==> src/rtl/conv_acc_pkg.sv <==
// Shared constants, FSM state type and the shift/saturate helper for the conv accumulator
// and the pooling stage.
package conv_acc_pkg;

    localparam int N_KERN = 4;
    localparam int N_TAP  = 9;

    typedef enum logic [1:0] {
        ACC   = 2'd0,
        DRAIN = 2'd1,
        HOLD  = 2'd2
    } state_t;

    // Arithmetic shift, optional rectification, then clamp to a signed out_w-bit range.
    function automatic logic signed [63:0] sat_shift(
        input logic signed [63:0] v,
        input int                 shift,
        input int                 out_w,
        input logic               relu
    );
        logic signed [63:0] y;
        logic signed [63:0] hi;
        logic signed [63:0] lo;
        y  = v >>> shift;
        hi = (64'sd1 <<< (out_w - 1)) - 64'sd1;
        lo = -(64'sd1 <<< (out_w - 1));
        if (relu && (y < 64'sd0)) begin
            y = 64'sd0;
        end
        if (y > hi) begin
            y = hi;
        end else if (y < lo) begin
            y = lo;
        end
        return y;
    endfunction

endpackage

==> src/rtl/conv_acc_lane.sv <==
// One output-channel lane: 9-tap adder, stage-A register, channel accumulator and
// post-processing. Rectification is enabled by defining CONV_ACC_RELU_EN.
module conv_acc_lane
    import conv_acc_pkg::*;
#(
    parameter int PROD_W = 25,
    parameter int ACC_W  = 38,
    parameter int OUT_W  = 16,
    parameter int SHIFT  = 8
) (
    input  logic                    clk,
    input  logic                    rst,
    input  logic                    load,
    input  logic                    acc_en,
    input  logic                    drain,
    input  logic [N_TAP*PROD_W-1:0] prod,
    output logic [OUT_W-1:0]        out_data
);

    localparam int SUM_W = PROD_W + 4;

`ifdef CONV_ACC_RELU_EN
    localparam logic RELU = 1'b1;
`else
    localparam logic RELU = 1'b0;
`endif

    logic signed [SUM_W-1:0] tap_ext [N_TAP];
    logic signed [SUM_W-1:0] sum_next;
    logic signed [SUM_W-1:0] sum_reg;
    logic signed [ACC_W-1:0] acc_reg;
    logic signed [ACC_W-1:0] final_sum;
    logic        [OUT_W-1:0] out_reg;

    for (genvar gi = 0; gi < N_TAP; gi++) begin : g_tap
        assign tap_ext[gi] = {{4{prod[(gi+1)*PROD_W-1]}}, prod[gi*PROD_W +: PROD_W]};
    end

    always_comb begin
        sum_next = '0;
        for (int t = 0; t < N_TAP; t++) begin
            sum_next = sum_next + tap_ext[t];
        end
    end

    // Running total including the beat currently sitting in stage A.
    assign final_sum = acc_reg + ACC_W'(sum_reg);

    always_ff @(posedge clk or posedge rst) begin
        if (rst) begin
            sum_reg <= '0;
            acc_reg <= '0;
            out_reg <= '0;
        end else begin
            if (load) begin
                sum_reg <= sum_next;
            end
            if (drain) begin
                acc_reg <= '0;
                out_reg <= OUT_W'(sat_shift(64'(final_sum), SHIFT, OUT_W, RELU));
            end else if (acc_en) begin
                acc_reg <= final_sum;
            end
        end
    end

    assign out_data = out_reg;

endmodule

==> src/rtl/conv_acc_stage.sv <==
// 4-lane channel accumulator behind the PE array: sums taps, accumulates channels, hands
// rescaled pixels to write-back. Optional ReLU via CONV_ACC_RELU_EN.
module conv_acc_stage
    import conv_acc_pkg::*;
#(
    parameter int PROD_W = 25,
    parameter int ACC_W  = 38,
    parameter int OUT_W  = 16,
    parameter int SHIFT  = 8
) (
    input  logic                           clk,
    input  logic                           rst,
    input  logic                           in_valid,
    output logic                           in_ready,
    input  logic                           in_last,
    input  logic [N_KERN*N_TAP*PROD_W-1:0] in_prod,
    output logic                           out_valid,
    input  logic                           out_ready,
    output logic [N_KERN*OUT_W-1:0]        out_data
);

    state_t state_reg;
    logic   a_valid_reg;
    logic   a_last_reg;
    logic   accept;
    logic   acc_en;
    logic   drain;

    assign in_ready  = (state_reg == ACC);
    assign out_valid = (state_reg == HOLD);
    assign accept    = in_valid && in_ready;
    // The last beat of a group is folded in by the drain, not the accumulator.
    assign acc_en    = a_valid_reg && !a_last_reg;
    assign drain     = (state_reg == DRAIN);

    always_ff @(posedge clk or posedge rst) begin
        if (rst) begin
            state_reg   <= ACC;
            a_valid_reg <= 1'b0;
            a_last_reg  <= 1'b0;
        end else begin
            a_valid_reg <= accept;
            a_last_reg  <= accept && in_last;
            case (state_reg)
                ACC: begin
                    if (accept && in_last) begin
                        state_reg <= DRAIN;
                    end
                end
                DRAIN: begin
                    state_reg <= HOLD;
                end
                HOLD: begin
                    if (out_ready) begin
                        state_reg <= ACC;
                    end
                end
                default: begin
                    state_reg <= ACC;
                end
            endcase
        end
    end

    for (genvar gi = 0; gi < N_KERN; gi++) begin : g_lane
        conv_acc_lane #(
            .PROD_W (PROD_W),
            .ACC_W  (ACC_W),
            .OUT_W  (OUT_W),
            .SHIFT  (SHIFT)
        ) u_lane (
            .clk      (clk),
            .rst      (rst),
            .load     (accept),
            .acc_en   (acc_en),
            .drain    (drain),
            .prod     (in_prod[gi*N_TAP*PROD_W +: N_TAP*PROD_W]),
            .out_data (out_data[gi*OUT_W +: OUT_W])
        );
    end

endmodule

==> config.mk <==
export PLATFORM = sky130hd
export DESIGN_NAME = conv_acc_stage
export DESIGN_NICKNAME = d
export VERILOG_FILES = /design/src/rtl/conv_acc_pkg.sv /design/src/rtl/conv_acc_lane.sv /design/src/rtl/conv_acc_stage.sv
export SDC_FILE = /design/constraint.sdc
export NUM_CORES = 2
export LEC_CHECK = 0
export BUFFER_PORTS_ARGS = -buffer_cell sky130_fd_sc_hd__buf_2
export CAP_MARGIN = 20
export CELL_PAD_IN_SITES_DETAIL_PLACEMENT = 0
export CELL_PAD_IN_SITES_GLOBAL_PLACEMENT = 1
export CORE_MARGIN = 3
export CORE_UTILIZATION = 30
export DETAILED_ROUTE_END_ITERATION = 10
export PLACE_DENSITY = 0.75
export SETUP_SLACK_MARGIN = 0.02
export SLEW_MARGIN = 20
export SYNTH_ARGS = -nofsm -noshare
export SYNTH_HDL_FRONTEND = slang
export SYNTH_SLANG_ARGS = --single-unit
==> constraint.sdc <==
create_clock -name clk -period 10.13 [get_ports clk]
set_input_delay 1.013 -clock clk [delete_from_list [all_inputs] [get_ports clk]]
set_output_delay 1.013 -clock clk [all_outputs]
set_load 0.005 [all_outputs]
==> reports/metrics.csv <==
metric,value,unit
status,"finished, final reports clean",
hold_violations,0,
num_vias,37100,
cp.required,10.58,ns
synth-xor-area-share,5.61,%
grt_busiest_layer,met2,
multi_input_area,33100,sq um
crit_path_max_fanout,5,
peakVddDrop,0.173,mV
antenna_found_initial,11,
period_needed,7.47,ns
die_h,392,microns
fmaxAchievable,134,MHz
fin_tns_setup,0,ns
cts_resized,0,
worst_slew_pin_slew,1.11,ns
p_total,19200,uW
syn_avg_cell_area,9.37,sq um
hpwl,106,mm
core_area,147000,sq um
syn_area,44700,sq um
crit_family,compound AO/OA/AOI/OAI gates,
syn_inst,4771,
fp-row-count,140,
drtIter0Drc,1833,
use_met2,28.9,%
synthSimpleGateAreaFrac,11.2,%
hp-class,reg2reg,
clk_pin_slew,0.06,ns
first_pass_iters,7,
fillers,15200,
grtUsageMet1,19.9,%
worstSetupEndpointType,register,
crit_path_max_incr_delay,0.80,ns
cts_setup_buffers,0,
numCtsBuffers,45,
cts_hold_buf,0,
maxCapViolations,0,
cts.sink_count,336,
synthTopCellsByArea,"fa_1 28%, dfrtp_1 19%, ha_1 10%",
cts_max_level,2,
largest_reg_flops,152,
synthMuxAreaShare,0.232,%
synth_ff_type,dfrtp_1,
fin_crit_sh,73.7,%
fin_nets,7596,
crit_path_frequent_cell,a21oi_1,
drtAntennaViolNets,0,
initial_core_util,30.4,%
synth_seq_area_share,18.8,%
yosysWarnings,0,
detail_route.wl_per_cell,16.5,microns
gp_congestion,0.879,
wl,126,mm
cts-root-buf,clkbuf_16,
worst_path_max_delay_cell,a2111oi_1,
seqCellArea,8410,sq um
synth_top_family_by_area,adder cells,
synth_top_cell_area_share,27.8,%
syn_to_final_growth,19.1,%
async_reset_ff_share,100,%
clock_skew,0.0301,ns
worstSetupPathType,in2reg,
grt_use_total,16.0,%
fp.dieW,392,microns
rsz0062_at_grt,no,
synth_fp_nets,6664,
arrival,7.92,ns
final_cell_mix,"970 x buf_2, 740 x inv_1, 620 x fa_1",
startpoint_type,input pin,
synthAdderAreaFrac,38.1,%
ioPinCount,971,
grt_pass1_vias,38700,
cts_tree,done,
portBuffers,970,
ctsLongestPathBuffers,3,
post-route-drc-count,0,
synth-seq-cells,336,
relSlewSlack,26.2,%
grt_start_max_net_pins,136,
clk_latency,0.59,ns
synth_edf_count,0,
power_per_cell_area,360,nW/um^2
synth_compound_area_share,18.8,%
drive_above_1_share,19.7,%
worst-path-buf-inv,1,
yosysTopAreaCell,fa_1,
final_common_cell,buf_2,
slew_violations,0,
yosysUniqueCellTypes,103,
grt_pass1_wl,200,mm
met3_usage,2.32,%
vias_per_cell,4.84,
setup_viol,0,
p_leak,0.0264,uW
overflow,0,
dieArea,154000,sq um
==> final cells by class <==
type,instances,share of cell area [%]
Antenna cell,7,0.0329
Clock buffer,63,2.44
Clock inverter,19,0.360
Inverter,742,5.24
Multi-Input combinational cell,3586,62.2
Sequential cell,336,15.8
Tap cell,1917,4.51
Timing Repair Buffer,992,9.46
==> cells by family after synthesis <==
logic type	count (synthesis)
adder cells (fa/ha/maj)	988
buffers and inverters	849
multiplexers	10
AO/OA/AOI/OAI	1248
XOR/XNOR	286
AND/OR/NAND/NOR	1054
flip-flops	336
==> synth_stat cells (7+ instances only) <==
master and count:
nor2b_1 42, o21ai_0 315, a2111oi_0 14, fa_1 620
xor2_1 114, or2_2 16, o41ai_1 10, o2111ai_1 14
inv_1 741, o22a_1 18, nor3_1 74, o31ai_1 24
nand3_1 104, o31a_1 9, clkbuf_1 94, a21boi_0 23
xnor2_1 172, and2_1 19, o211ai_1 26, and3_1 37
mux2i_1 7, o311ai_0 7, a211oi_1 43, o32ai_1 16
ha_1 368, o21a_1 44, a41oi_1 9, o22ai_1 19
nand4_1 23, nand3b_1 17, nand2b_1 55, o21bai_1 41
nand2_1 351, a211o_1 10, a311oi_1 9, a22o_1 97
nor2_1 240, nor4_1 17, or3_1 27, dfrtp_1 336
a31oi_1 46, a21oi_1 250, a21o_1 124
==> report_power, final <==
group / total (uW) / internal, uW / leakage, uW / switching [uW]
registers: 2390 / 1980 / 0.00408 / 410
logic: 15100 / 6510 / 0.0216 / 8640
clock network: 1620 / 971 / 0.000738 / 648
==> per-stage QoR <==
step                      std cells  area (sq um)  utilization (%)  hold slack (ns)  setup slack [ns]
after floorplan                4771         44700                -            0.447              3.09
after CTS                      7655         53200             36.2            0.481              2.74
final                          7662         53200             36.2            0.471              2.66
after global routing           7659         53200             36.2            0.507              2.28
after detailed placement       7573         51700             35.2            0.467              2.07
after global placement         7573         51700             35.2            0.463              1.84
==> worst paths after layout <==
check | start | depth (start not counted) | slack, ns | endpoint
setup / recovery | in_prod[0] | 25 | 2.66 | g_lane[0].u_lane.sum_reg[25]
hold / removal | g_lane[0].u_lane.out_data[15] | 1 | 0.47 | g_lane[0].u_lane.out_data[15]
setup reg to reg | g_lane[2].u_lane.acc_reg[1] | 13 | 5.27 | g_lane[2].u_lane.out_data[1]
hold reg to reg | g_lane[0].u_lane.out_data[15] | 1 | 0.47 | g_lane[0].u_lane.out_data[15]
max in group asynchronous | rst | 4 | 7.54 | g_lane[2].u_lane.acc_reg[34]
min in group asynchronous | rst | 2 | 0.54 | g_lane[3].u_lane.sum_reg[16]
==> per-layer routing <==
layer  vias to the layer above  wire, microns
li1                      18100              -
met1                     18000          52800
met2                       895          63600
met3                       112           6790
met4                         2           3090
met5                         -              7
Note: power is estimated with default switching activity, not from simulation.
